==> config.mk <==
export PLATFORM = sky130hd
export DESIGN_NAME = tge_txs_ss_ctrl
export DESIGN_NICKNAME = d
export VERILOG_FILES = /design/src/rtl/tge_ss_pkg.sv /design/src/rtl/tge_txs_ss_ctrl_pack.sv /design/src/rtl/tge_txs_ss_ctrl.sv
export SDC_FILE = /design/constraint.sdc
export NUM_CORES = 1
export LEC_CHECK = 0
export CAP_MARGIN = 20
export CORE_MARGIN = 4
export CORE_UTILIZATION = 49
export CTS_CLUSTER_DIAMETER = 80
export CTS_CLUSTER_SIZE = 25
export DETAILED_ROUTE_END_ITERATION = 7
export GPL_TIMING_DRIVEN = 0
export HOLD_SLACK_MARGIN = 0.08
export PLACE_DENSITY = 0.92
export SYNTH_ARGS = -nofsm -noshare
export SYNTH_HDL_FRONTEND = slang
export SYNTH_SLANG_ARGS = --single-unit
==> constraint.sdc <==
create_clock -name clk -period 2 [get_ports clk]
set_input_delay 0.4 -clock clk [delete_from_list [all_inputs] [get_ports clk]]
set_output_delay 0.4 -clock clk [all_outputs]
set_load 0.01 [all_outputs]
==> src/rtl/tge_ss_pkg.sv <==
// Shared types and default sizing for the 10GbE TX snapshot capture controller.
package tge_ss_pkg;

   localparam int DIN_WIDTH_DEF  = 64;
   localparam int ADDR_WIDTH_DEF = 13;

   typedef enum logic [1:0] {
      ST_IDLE,
      ST_ARMED,
      ST_CAPTURE,
      ST_DONE
   } ss_state_e;

endpackage

==> src/rtl/tge_txs_ss_ctrl_pack.sv <==
// Pairs consecutive accepted TX samples into one double-width BRAM word (first sample in the upper half).
module ss_pack64to128 #(
   parameter int DIN_WIDTH = 64
) (
   input  logic                   clk,
   input  logic                   rst_n,
   input  logic [DIN_WIDTH-1:0]   din,
   input  logic                   din_we,
   input  logic                   clr,
   output logic [2*DIN_WIDTH-1:0] word,
   output logic                   word_vld
);

   logic                 phase_q, phase_d;
   logic [DIN_WIDTH-1:0] hi_q, hi_d;

   always_ff @(posedge clk or negedge rst_n) begin
      if (!rst_n) begin
         phase_q <= 1'b0;
         hi_q    <= '0;
      end else begin
         phase_q <= phase_d;
         hi_q    <= hi_d;
      end
   end

   // word is only meaningful while word_vld is high; the second sample is taken straight from din.
   always_comb begin
      phase_d  = phase_q;
      hi_d     = hi_q;
      word_vld = 1'b0;
      if (clr) begin
         phase_d = 1'b0;
      end else if (din_we) begin
         if (!phase_q) begin
            hi_d    = din;
            phase_d = 1'b1;
         end else begin
            word_vld = 1'b1;
            phase_d  = 1'b0;
         end
      end
   end

   assign word = {hi_q, din};

endmodule

==> src/rtl/tge_txs_ss_ctrl.sv <==
// Snapshot capture of the 10GbE TX sample stream into a BRAM, armed by ctrl_arm and started by trigger.
//  state      | meaning
//  ST_IDLE    | after reset, waiting for the first arm edge
//  ST_ARMED   | count cleared, waiting for trig (or immediate when ctrl_trig_src=1)
//  ST_CAPTURE | pairing samples and writing one word per pair
//  ST_DONE    | buffer full, writes stopped until re-armed
module tge_txs_ss_ctrl
   import tge_ss_pkg::*;
#(
   parameter int DIN_WIDTH  = DIN_WIDTH_DEF,
   parameter int ADDR_WIDTH = ADDR_WIDTH_DEF
) (
   input  logic                   clk,
   input  logic                   rst_n,
   input  logic [DIN_WIDTH-1:0]   din,
   input  logic                   din_we,
   input  logic                   trig,
   input  logic                   ctrl_arm,
   input  logic                   ctrl_trig_src,
   output logic                   bram_we,
   output logic                   bram_en_a,
   output logic [ADDR_WIDTH-1:0]  bram_addr,
   output logic [2*DIN_WIDTH-1:0] bram_wr_data,
   output logic [ADDR_WIDTH:0]    status_addr,
   output logic                   status_done
);

   localparam logic [ADDR_WIDTH:0] LAST_WORD = {1'b0, {ADDR_WIDTH{1'b1}}};

   ss_state_e              state_q, state_d;
   logic                   arm_prev_q;
   logic [ADDR_WIDTH:0]    cnt_q, cnt_d;
   logic                   done_q, done_d;
   logic                   we_q, we_d;
   logic [ADDR_WIDTH-1:0]  addr_q, addr_d;
   logic [2*DIN_WIDTH-1:0] data_q, data_d;

   logic                   arm_edge;
   logic                   cap_we;
   logic [2*DIN_WIDTH-1:0] word;
   logic                   word_vld;

   assign arm_edge = ctrl_arm & ~arm_prev_q;

   // The trigger cycle itself already captures, hence the ARMED term.
   assign cap_we = din_we & ~arm_edge &
                   ((state_q == ST_CAPTURE) ||
                    ((state_q == ST_ARMED) && (ctrl_trig_src || trig)));

   ss_pack64to128 #(
      .DIN_WIDTH (DIN_WIDTH)
   ) u_pack (
      .clk      (clk),
      .rst_n    (rst_n),
      .din      (din),
      .din_we   (cap_we),
      .clr      (arm_edge),
      .word     (word),
      .word_vld (word_vld)
   );

   always_ff @(posedge clk or negedge rst_n) begin
      if (!rst_n) begin
         state_q    <= ST_IDLE;
         arm_prev_q <= 1'b0;
         cnt_q      <= '0;
         done_q     <= 1'b0;
         we_q       <= 1'b0;
         addr_q     <= '0;
         data_q     <= '0;
      end else begin
         state_q    <= state_d;
         arm_prev_q <= ctrl_arm;
         cnt_q      <= cnt_d;
         done_q     <= done_d;
         we_q       <= we_d;
         addr_q     <= addr_d;
         data_q     <= data_d;
      end
   end

   always_comb begin
      state_d = state_q;
      cnt_d   = cnt_q;
      done_d  = done_q;
      we_d    = 1'b0;
      addr_d  = addr_q;
      data_d  = data_q;
      if (arm_edge) begin
         state_d = ST_ARMED;
         cnt_d   = '0;
         done_d  = 1'b0;
      end else begin
         case (state_q)
            ST_ARMED: if (ctrl_trig_src || trig) state_d = ST_CAPTURE;
            default:  ;
         endcase
         if (word_vld) begin
            we_d   = 1'b1;
            addr_d = cnt_q[ADDR_WIDTH-1:0];
            data_d = word;
            cnt_d  = cnt_q + 1'b1;
            if (cnt_q == LAST_WORD) begin
               state_d = ST_DONE;
               done_d  = 1'b1;
            end
         end
      end
   end

   assign bram_we      = we_q;
   assign bram_en_a    = we_q;
   assign bram_addr    = addr_q;
   assign bram_wr_data = data_q;
   assign status_addr  = cnt_q;
   assign status_done  = done_q;

endmodule

Yosys cells after proc, flatten, opt, wreduce, memory -nomap -nowiden. Cells that the tools add are included.

Bits in registers: 225. Bits in read-only memories: 0. Memory bits (writable): 0. Word-level logic and storage cells: 46. Output and inout bits: 158. Memories: 0. Latch bits: 0. Input bits: 70.

Add/subtract/negate cells: 1. Shifts and indexed selects: 0. Bitwise gates (word level): 6. Magnitude comparators: 0. Eq/ne operators: 3. Div/mod/pow operators: 0. Multiplexer cells: 18. $mul: 0. Reductions and logical operators: 9.

Operator list (number): $mux W14 (2); $add A14 B1 Y14 const B (1); $eq A14 B13 Y1 const B (1); $mux W1 (11); $mux W2 (5); $reduce_bool A2 Y1 (3); $reduce_and A2 Y1 (2); $and A1 B1 Y1 (3); $not A1 Y1 (3); $reduce_and A3 Y1 (1); $eq A2 B1 Y1 const B (1); $eq A2 B2 Y1 const B (1); $logic_or A1 B1 Y1 (2); $logic_and A1 B1 Y1 (1).

Longest topological paths before layout. Gate-level depths: netlist (run 1).

Depth after elaboration: 9. Gate-level depth with buffers: 9. Depth with buffers taken out: 6.

Cells and area by module. A second synthesis (run 1) with hierarchy kept.

Cells, all modules: 592. Area, all modules: 9376.5 um^2.

By module, submodules not included: tge_txs_ss_ctrl (area an instance 6157.2 um^2, times used 1, cells an instance 388); ss_pack64to128 (area an instance 3219.3 um^2, times used 1, cells an instance 204).

Worst setup path after synthesis (run 1). No wires, ideal clock.

Path kind: reg-to-reg. From: reg state_q[1]. To: reg u_pack.hi_q[10]. Arrival time: 1.695 ns. Cell stages (with the launch flop): 8. Buffers on the path: 2. Required time: 1.875 ns. Path slack: 0.180 ns. Cells stage by stage: dfrtp_1 > o21ba_1 > mux2_4 > nand2_1 > or3_1 > buf_6 > buf_6 > mux2_4.

Word-level cells in the longest chain between the ends: 5. Elaborated cells on any way between the ends: 6. Classes of those cells: eq/ne: 2; bitwise: 1; reduce/logical: 3.

Ends and longest elaborated chain: start: declaration (line tge_txs_ss_ctrl.sv:30) `ss_state_e state_q, state_d;`; start signal: assignment (line tge_txs_ss_ctrl.sv:72) `state_q <= state_d;`; $eq A2 B1 Y1 (line tge_txs_ss_ctrl.sv:48) `((state_q == ST_ARMED) && (ctrl_trig_src || trig)));`; $logic_and A1 B1 Y1 (line tge_txs_ss_ctrl.sv:48); $logic_or A1 B1 Y1 * (line tge_txs_ss_ctrl.sv:47) `((state_q == ST_CAPTURE) ||`; $and A1 B1 Y1 * (line tge_txs_ss_ctrl.sv:46) `assign cap_we = din_we & ~arm_edge &`; $reduce_and A3 Y1 (no line) *; end signal: assignment (line tge_txs_ss_ctrl_pack.sv:23) `hi_q <= hi_d;`; end: declaration (line tge_txs_ss_ctrl_pack.sv:15) `logic [DIN_WIDTH-1:0] hi_q, hi_d;`.

Every way passes the cells marked *; elsewhere a longest branch is shown, timed or not. A chain may end at the register's enable or synchronous reset.

Worst setup path in the final report (run 1).
From: reg state_q[1]. To: reg u_pack.hi_q[48].

The elaborated chain is that of the path after synthesis.

==> flow_summary.yaml, run 1 <==
critical_path:
  crit_type: "reg2reg"
  slowest_delay_ns: 0.40
  cp.arrival_ns: 2.31
  crit_buf_inv: 2
  cp-start-kind: "flip-flop"
  critPathSlowestCell: "dfrtp_1"
  cp.required_ns: 2.34
  cp_max_fo: 10
  crit_path_frequent_cell: "mux2_4"
  crit_path_cell_trace: "o21ba_4 -> mux2_4 -> nand2_2 -> or3_4 -> clkbuf_16 -> buf_12 -> mux2_4"
  crit_family: "multiplexers"
  critPathCaptureType: "flip-flop"
yosys:
  synth.largest_area_cell: "dfrtp_1"
  synth-adder-area-share_pct: 0.1419
  synth_simple_gate_area_share_pct: 20.58
  synth_flop_cell: "dfrtp_1"
  synth_xor_xnor_area_share_pct: 0.9936
  ys_types: 29
  synth_warnings: 0
  seq_area_frac_synth_pct: 63.88
  synth_cells: 824
  synth_seq_cells: 225
  yosys-top-cells-area: "dfrtp_1, nand2_1, mux2_4"
  synth_edf_count: 0
  syn-mean-instance-area_sq_um: 10.70
  netlist_area_sq_um: 8815
  synth_compound_area_share_pct: 0.7097
  async_reset_ff_share_pct: 100.0
  synthMuxAreaShare_pct: 11.01
  synth_top_family_by_area: "simple AND/OR/NAND/NOR gates"
  syn-num-nets: 895
  synth_top_cell_area_share_pct: 63.88
floorplan:
  core-area_sq_um: 17480
  die_h_microns: 142.1
  start_util_pct: 50.44
  std_cell_rows: 48
  die_x_microns: 142.1
  ios: 228
  die_area_sq_um: 20200
sta:
  setup_viol: 0
  slew_headroom_pct: 48.18
  fin_skew_ns: 0.01301
  max_freq_mhz: 508.7
  finalHoldViolCount: 0
  fin_crit_sh_pct: 98.28
  tightest_slew_ns: 0.7773
  slew_viol_final: 0
  layout_min_cycle_time_ns: 1.966
  grt_setup_unrepaired: "yes"
  worst_slack_ns: 0.03440
placement:
  place_hpwl_microns: 15900
  dpl_cell_area_sq_um: 11400
  gp_congestion: 0.8375
  place_ws_ns: -0.8125
  portBuffers: 227
power_and_ir_drop:
  peakVddDrop_mv: 1.096
  clkPwrFrac_pct: 16.3
  seqPwrFrac_pct: 44.8
  cellPowerDensity_nw_per_um2: 1415
  pwr-share-comb_pct: 38.9
  p_int_mw: 11.61
  p_sw_mw: 5.337
  p_leak_nw: 6.018
  switching_share_pct: 31.50
routing:
  drc: 0
  dr.first_iter.drc_count: 311
  routedWlPerCell_microns: 17.39
  antenna_left: 0
  vias: 6513
  viasPerCell: 5.006
  drt_wl_total_microns: 22630
  dr.pass1.iters: 5
clock_network:
  clk_pin_slew_ns: 0.09
  htreeDepth: 1
  clkSinkCount: 225
  cts.path.max_buffers: 3
  numCtsBuffers: 13
  cts_tree: "built"
  root_buffer: "clkbuf_16"
  clk_latency_ns: 0.46
cells_and_area:
  synthToLayoutAreaGrowth_pct: 35.83
  final_cell_area_sq_um: 11970
  drive_gt1_share_pct: 11.80
  final_cell_mix: "nand2_1, clkdlybuf4s50_1, dfrtp_1"
  nets: 1144
  layout_commonest_cell: "nand2_1"
  diodes: 0
grt:
  grtUsageMet1_pct: 28.89
  grt_use_met2_pct: 38.46
  gr-max-usage-layer: "met2"
  grt_overflow: 0
  antenna_found_initial: 0
  grt_usage_pct: 22.00
  first_global_vias: 6890
  grt_max_degree: 125
  grt_first_pass_wirelength_microns: 36040
  grt_use_met3_pct: 4.335
hold_path:
  hp-class: "in2reg"
job:
  cap_violations: 0
run_status:
  outcome: "finished clean"
## cell type report
| class | instances | area (sq um) |
|---|---|---|
| Buffer | 42 | 327.8 |
| Clock buffer | 15 | 352.8 |
| Clock inverter | 3 | 26.28 |
| Fill cell | 1238 | 5504 |
| Inverter | 2 | 12.51 |
| Multi-Input combinational cell | 555 | 2972 |
| Sequential cell | 225 | 5630 |
| Tap cell | 225 | 281.5 |
| Timing Repair Buffer | 234 | 2370 |
## state kept, by name (all words and copies together), names as in the netlist
signal,count
bram_wr_data,128
u_pack.hi_q,64
status_addr,14
bram_addr,13
state_q,2
arm_prev_q,1
bram_en_a,1
status_done,1
u_pack.phase_q,1
## Yosys cell counts (all sizes together) (2+ instances only)
cell and n:
nand2 431, dfrtp 225, mux2 65, clkbuf 24
buf 18, nor2 10, nand3 9, xor2 9
nand4 5, a21oi 3, nor3 3, o21ai 3
or3 3, and3 2, and4 2, inv 2
nor2b 2
## path summary, 6_finish.rpt
| kind | from | to | slack [ns] | cells past startpoint |
|---|---|---|---|---|
| min in group asynchronous | rst_n | bram_addr[10] | 0.56 | 2 |
| worst min register to register | u_pack.hi_q[1] | bram_wr_data[65] | 0.47 | 2 |
| max in group asynchronous | rst_n | u_pack.hi_q[24] | 0.38 | 3 |
| worst max register to register | state_q[1] | u_pack.hi_q[48] | 0.03 | 7 |
| worst max-delay path | state_q[1] | u_pack.hi_q[48] | 0.03 | 7 |
| worst min-delay path | ctrl_arm | arm_prev_q | 0.46 | 1 |
## metal layers
layer | part of all wire [%] | vias to the layer above
li1 | - | 3077
met1 | 42 | 3240
met2 | 51 | 176
met3 | 5.5 | 20
met4 | 1.5 | 0
met5 | 0 | -
## worst register-to-register path, stage by stage (launching register included)
cell and delay (ns):
dfrtp_1 0.40, o21ba_4 0.23, mux2_4 0.16, nand2_2 0.06, or3_4 0.37, clkbuf_16 0.17
buf_12 0.15, mux2_4 0.31
## cell families after synthesis
| family | after synthesis |
|---|---|
| flip-flops | 225 |
| buffers and inverters | 44 |
| AND/OR/NAND/NOR | 468 |
| XOR/XNOR | 10 |
| AO/OA/AOI/OAI | 10 |
| adder cells (fa/ha/maj) | 1 |
| multiplexers | 66 |
## power groups by stage
stage | combinational, mW | sequential (mW) | clock, mW
floorplan | 2.44 | 8.06 | 0
detailed placement | 6.52 | 7.65 | 0
global route | 7.15 | 7.80 | 2.98
global placement | 6.31 | 7.53 | 0
finish | 6.60 | 7.59 | 2.75
CTS | 6.58 | 7.58 | 2.80
## what timing repair did
action                     4_1_cts  5_1_grt
setup endpoints to repair      145      195
buffers inserted                 0        4
hold endpoints to repair       101        0
pin swaps                        0        0
gates resized for setup         11       45
hold buffers                     1        0
cloned                           0        1
## stage by stage
stage | hold WS [ns] | power (mW) | TNS (ns) | instances | utilization [%]
final | 0.4563 | 16.94 | 0 | 1301 | 68.51
after global routing | 0.4273 | 17.93 | -0.07947 | 1301 | 68.51
after CTS | 0.4371 | 16.97 | -0.8855 | 1296 | 67.58
after detailed placement | 0.4513 | 14.17 | -117.40 | 1277 | 65.23
after global placement | 0.4427 | 13.85 | -2061.11 | 1276 | 65.05
after floorplan | 0.1044 | 10.50 | 0 | 824 | -
Note: power is estimated with default switching activity, not from simulation.
==> run 2: changes to the inputs <==
--- a/config.mk
+++ b/config.mk
@@ -7,13 +7,13 @@
 export LEC_CHECK = 0
 export CAP_MARGIN = 20
 export CORE_MARGIN = 4
-export CORE_UTILIZATION = 49
+export CORE_UTILIZATION = 40
 export CTS_CLUSTER_DIAMETER = 80
 export CTS_CLUSTER_SIZE = 25
 export DETAILED_ROUTE_END_ITERATION = 7
 export GPL_TIMING_DRIVEN = 0
 export HOLD_SLACK_MARGIN = 0.08
-export PLACE_DENSITY = 0.92
+export PLACE_DENSITY = 0.75
 export SYNTH_ARGS = -nofsm -noshare
 export SYNTH_HDL_FRONTEND = slang
 export SYNTH_SLANG_ARGS = --single-unit
==> flow_summary.yaml, run 2 (synthesized netlist as in run 1, its figures left out) <==
run_status:
  outcome: "finished clean"
critical_path:
  slowest_delay_ns: 0.41
  cp_max_fo: 10
  cp-start-kind: "flip-flop"
  r2r_cells: 7
  critPathSlowestCell: "dfrtp_1"
  crit_path_frequent_cell: "mux2_4"
  cp.required_ns: 2.35
  reg2reg_from: "state_q[1]"
  crit_type: "reg2reg"
  r2r-end: "u_pack.hi_q[10]"
  crit_path_cell_trace: "o21ba_4 -> mux2_4 -> nand2_1 -> or3_4 -> buf_12 -> buf_8 -> mux2_4"
  ff2ff_setup_slack_ns: 0.06
  cp.arrival_ns: 2.29
  critPathCaptureType: "flip-flop"
routing:
  dr.first_iter.drc_count: 239
  viasPerCell: 4.711
  vias: 6374
  routedWlPerCell_microns: 16.30
  antenna_left: 0
  drt_wl_total_microns: 22050
  drc: 0
  dr.pass1.iters: 4
floorplan:
  start_util_pct: 40.52
  die_h_microns: 156.4
  ios: 228
  die_area_sq_um: 24480
  std_cell_rows: 54
  die_x_microns: 156.4
  core-area_sq_um: 21760
cells_and_area:
  largest_reg_flops: 128
  nets: 1142
  final_cell_mix: "nand2_1, clkdlybuf4s50_1, dfrtp_1"
  drive_gt1_share_pct: 11.74
  diodes: 0
  synthToLayoutAreaGrowth_pct: 36.28
  final_cells: 1353
  layout_commonest_cell: "nand2_1"
  fillers: 1860
power_and_ir_drop:
  seqPwrFrac_pct: 44.9
  clkPwrFrac_pct: 16.2
  cellPowerDensity_nw_per_um2: 1398
  p_sw_mw: 5.278
  switching_share_pct: 31.43
  total_power_mw: 16.79
  p_leak_nw: 6.009
  p_int_mw: 11.52
  pwr-share-comb_pct: 38.9
  peakVddDrop_mv: 0.6321
sta:
  setup_viol: 0
  layout_min_cycle_time_ns: 1.937
  fin_crit_sh_pct: 96.87
  slew_headroom_pct: 64.59
  tightest_slew_ns: 0.5312
  slew_viol_final: 0
  max_freq_mhz: 516.2
  finalHoldViolCount: 0
  fin_skew_ns: 0.01453
placement:
  portBuffers: 227
  place_hpwl_microns: 15680
  dp.cells: 1333
  gp_congestion: 0.7748
grt:
  first_global_vias: 6685
  grt_first_pass_wirelength_microns: 35550
  grt_overflow: 0
  grt_max_degree: 106
  grt_usage_pct: 17.87
  antenna_found_initial: 0
clock_network:
  clkSinkCount: 225
  cts.path.max_buffers: 3
  numCtsBuffers: 13
  clk_pin_slew_ns: 0.09
  clk_latency_ns: 0.47
  root_buffer: "clkbuf_16"
  cts_tree: "built"
  htreeDepth: 1
hold_path:
  min_path_cells: 1
  whs_endpoint: "arm_prev_q"
  hp-class: "in2reg"
  min_from: "ctrl_arm"
job:
  cap_violations: 0
==> run 2: power groups by stage <==
stage | Sequential, mW | Combinational, mW | Clock [mW]
3_5_place_dp | 7.62 | 6.50 | 0
2_1_floorplan | 8.06 | 2.44 | 0
6_report | 7.54 | 6.53 | 2.73
4_1_cts | 7.55 | 6.55 | 2.84
5_1_grt | 7.78 | 7.08 | 2.99
3_3_place_gp | 7.55 | 6.36 | 0
==> run 2: worst max path at each step <==
stage / start / to / slack, ns / cells after the start
3_3_place_gp: rst_n / bram_wr_data[28] / -8.98 / 1
2_1_floorplan: state_q[1] / u_pack.hi_q[10] / 0.18 / 7
6_report: state_q[1] / u_pack.hi_q[10] / 0.06 / 7
4_1_cts: state_q[1] / bram_addr[11] / 0.004 / 8
5_1_grt: state_q[1] / u_pack.hi_q[40] / -0.008 / 7
3_5_place_dp: trig / bram_wr_data[58] / -0.79 / 10
==> run 2: cell type report <==
class	count	area, sq um	area share (%)
tap	280	350.3	2.916
sequential	225	5630	46.87
clock inverter	4	33.78	0.2812
inverter	2	12.51	0.1042
clock buffer	13	325.3	2.708
timing repair buffer	232	2357	19.62
multi-input combinational	555	2969	24.72
buffer	42	334.1	2.781
==> run 2: critical path, delay by kind of cell, from the launching register on <==
kind / cells / cell delay (ns)
simple gates: 2 / 0.43
compound gates: 1 / 0.23
buf+inv: 2 / 0.33
mux: 2 / 0.44
flops: 1 / 0.41
==> run 2: through the flow <==
step                setup slack (ns)  cell area [sq um]  utilization (%)  hold WS (ns)  setup TNS (ns)
floorplan                     0.1804               8815                -        0.1044               0
global placement              -8.980              11440            52.57        0.4435        -2128.67
detailed placement           -0.7889              11500            52.85        0.3751         -118.34
CTS                         0.003892              11900            54.68        0.4024               0
global route               -0.007849              12010            55.22        0.4412        -0.09088
finish                       0.06268              12010            55.22        0.4314               0
==> run 2: per-layer routing <==
| layer | vias up | global-route usage, % | part of all wire [%] |
|---|---|---|---|
| met4 | 0 | 4.793 | 2.7 |
| met2 | 178 | 29.31 | 47 |
| met3 | 30 | 3.955 | 6.4 |
| li1 | 3072 | - | - |
| met5 | - | 0 | 0 |
| met1 | 3094 | 24.20 | 44 |
==> run 2: what timing repair did <==
action | 4_1_cts | 5_1_grt
endpoints found under the hold margin | 62 | 0
buffers inserted | 0 | 2
hold buffers | 1 | 0
endpoints found under the setup margin | 145 | 196
resized for setup | 14 | 50
==> run 3: changes to the inputs <==
==> constraint.sdc (replaced) <==
create_clock -name clk -period 1.9 [get_ports clk]
set_input_delay 0.38 -clock clk [delete_from_list [all_inputs] [get_ports clk]]
set_output_delay 0.38 -clock clk [all_outputs]
set_load 0.01 [all_outputs]
==> flow_summary.yaml, run 3 (synthesized netlist as in run 1, its figures left out) <==
routing:
  antenna_left: 0
  drt_wl_total_microns: 22180
  routedWlPerCell_microns: 16.34
  drc: 0
  viasPerCell: 4.697
  dr.pass1.iters: 6
  vias: 6374
  dr.first_iter.drc_count: 240
critical_path:
  critPathCaptureType: "flip-flop"
  crit_path_cell_trace: "o21ba_4 -> mux2_4 -> nand2_4 -> or3_4 -> buf_12 -> buf_12 -> mux2_4"
  cp.arrival_ns: 2.27
  cp-start-kind: "flip-flop"
  crit_type: "reg2reg"
  critPathSlowestCell: "dfrtp_1"
  slowest_delay_ns: 0.40
  cp.required_ns: 2.25
  crit_family: "multiplexers"
  crit_buf_inv: 2
  cp_max_fo: 10
power_and_ir_drop:
  p_int_mw: 12.15
  cellPowerDensity_nw_per_um2: 1466
  clkPwrFrac_pct: 16.2
  switching_share_pct: 31.41
  seqPwrFrac_pct: 44.8
  peakVddDrop_mv: 0.6650
  p_sw_mw: 5.563
  p_leak_nw: 6.051
  pwr-share-comb_pct: 39.0
cells_and_area:
  final_cell_mix: "nand2_1, clkdlybuf4s50_1, dfrtp_1"
  layout_commonest_cell: "nand2_1"
  drive_gt1_share_pct: 12.91
  fin_util_pct: 55.53
  nets: 1146
  synthToLayoutAreaGrowth_pct: 37.06
  diodes: 0
  final_cells: 1357
  largest_reg_flops: 128
floorplan:
  die_x_microns: 156.4
  die_h_microns: 156.4
  std_cell_rows: 54
  start_util_pct: 40.52
  die_area_sq_um: 24480
  core-area_sq_um: 21760
  ios: 228
grt:
  grt_first_pass_wirelength_microns: 35600
  grt_usage_pct: 17.90
  grt_overflow: 0
  antenna_found_initial: 0
  grt_max_degree: 106
  first_global_vias: 6692
clock_network:
  cts.path.max_buffers: 3
  root_buffer: "clkbuf_16"
  htreeDepth: 1
  clkSinkCount: 225
  clk_pin_slew_ns: 0.09
  cts_tree: "built"
  numCtsBuffers: 13
  clk_latency_ns: 0.47
placement:
  dp.cells: 1333
  place_hpwl_microns: 15680
  portBuffers: 227
  gp_congestion: 0.7748
sta:
  setup_viol: 36
  layout_min_cycle_time_ns: 1.920
  slew_viol_final: 0
  slew_headroom_pct: 64.03
  max_freq_mhz: 520.8
  fin_crit_sh_pct: 101.1
  finalHoldViolCount: 0
  fin_skew_ns: 0.01517
  worst_slack_ns: -0.02005
  tightest_slew_ns: 0.5396
  grt_setup_unrepaired: "yes"
run_status:
  outcome: "finished, violations left"
  violations: "negative setup slack"
hold_path:
  hp-class: "in2reg"
job:
  cap_violations: 0
## run 3: cell count changes in the layout (fill, tap and decap cells not counted), sizes merged
| cell | change |
|---|---|
| buf | +5 |
| clkdlybuf4s50 | -2 |
| dlygate4sd2 | +2 |
| clkbuf | -1 |
## run 3: timing repair
item	in CTS	in global routing
hold endpoints to repair	62	0
gates resized for setup	53	16
buffers inserted	3	3
pin swaps	0	0
setup endpoints to repair	213	137
hold buffers	1	0
## run 3: area by class of cell
type,instances,area (sq um)
multi-input combinational,555,2977
buffer,42,360.3
tap,280,350.3
fill,1853,9674
sequential,225,5638
inverter,2,12.51
clock inverter,4,33.78
clock buffer,13,325.3
timing repair buffer,236,2385
## run 3: metrics by stage
stage          power [mW]  hold WS, ns  setup WS [ns]  instance area [sq um]   TNS, ns
2_1_floorplan       11.05      0.08441        0.08035                   8815         0
3_3_place_gp        14.64       0.4435         -9.060                  11440  -2164.47
3_5_place_dp        14.86       0.3551        -0.8689                  11500   -136.13
4_1_cts             17.94       0.3824       -0.01227                  12030   -0.1668
5_1_grt             18.82       0.4212       -0.06965                  12080    -3.162
6_report            17.71       0.4113       -0.02005                  12080   -0.2496
## run 3: final timing paths
check / from / to / slack [ns] / cells past startpoint
max reg2reg: state_q[1] / u_pack.hi_q[22] / -0.02 / 7
max in group asynchronous: rst_n / bram_wr_data[33] / 0.27 / 4
max: state_q[1] / u_pack.hi_q[22] / -0.02 / 7
min in group asynchronous: rst_n / bram_addr[10] / 0.43 / 2
min: ctrl_arm / arm_prev_q / 0.41 / 1
min reg2reg: u_pack.hi_q[19] / bram_wr_data[83] / 0.47 / 2
## run 3: layer usage
metal  vias up  wire [microns]  GRT usage, %
met5         -               0             0
met1      3088            9762         24.33
met3        28            1375         3.955
met2       172           10490         29.46
met4         0             546         4.463
li1       3086               -             -
## run 3: power by group through the flow
stage	registers (mW)	logic [mW]	clock network, mW
4_1_cts	7.95	6.99	2.99
3_5_place_dp	8.02	6.84	0
2_1_floorplan	8.48	2.57	0
3_3_place_gp	7.95	6.69	0
5_1_grt	8.19	7.48	3.14
6_report	7.94	6.91	2.86
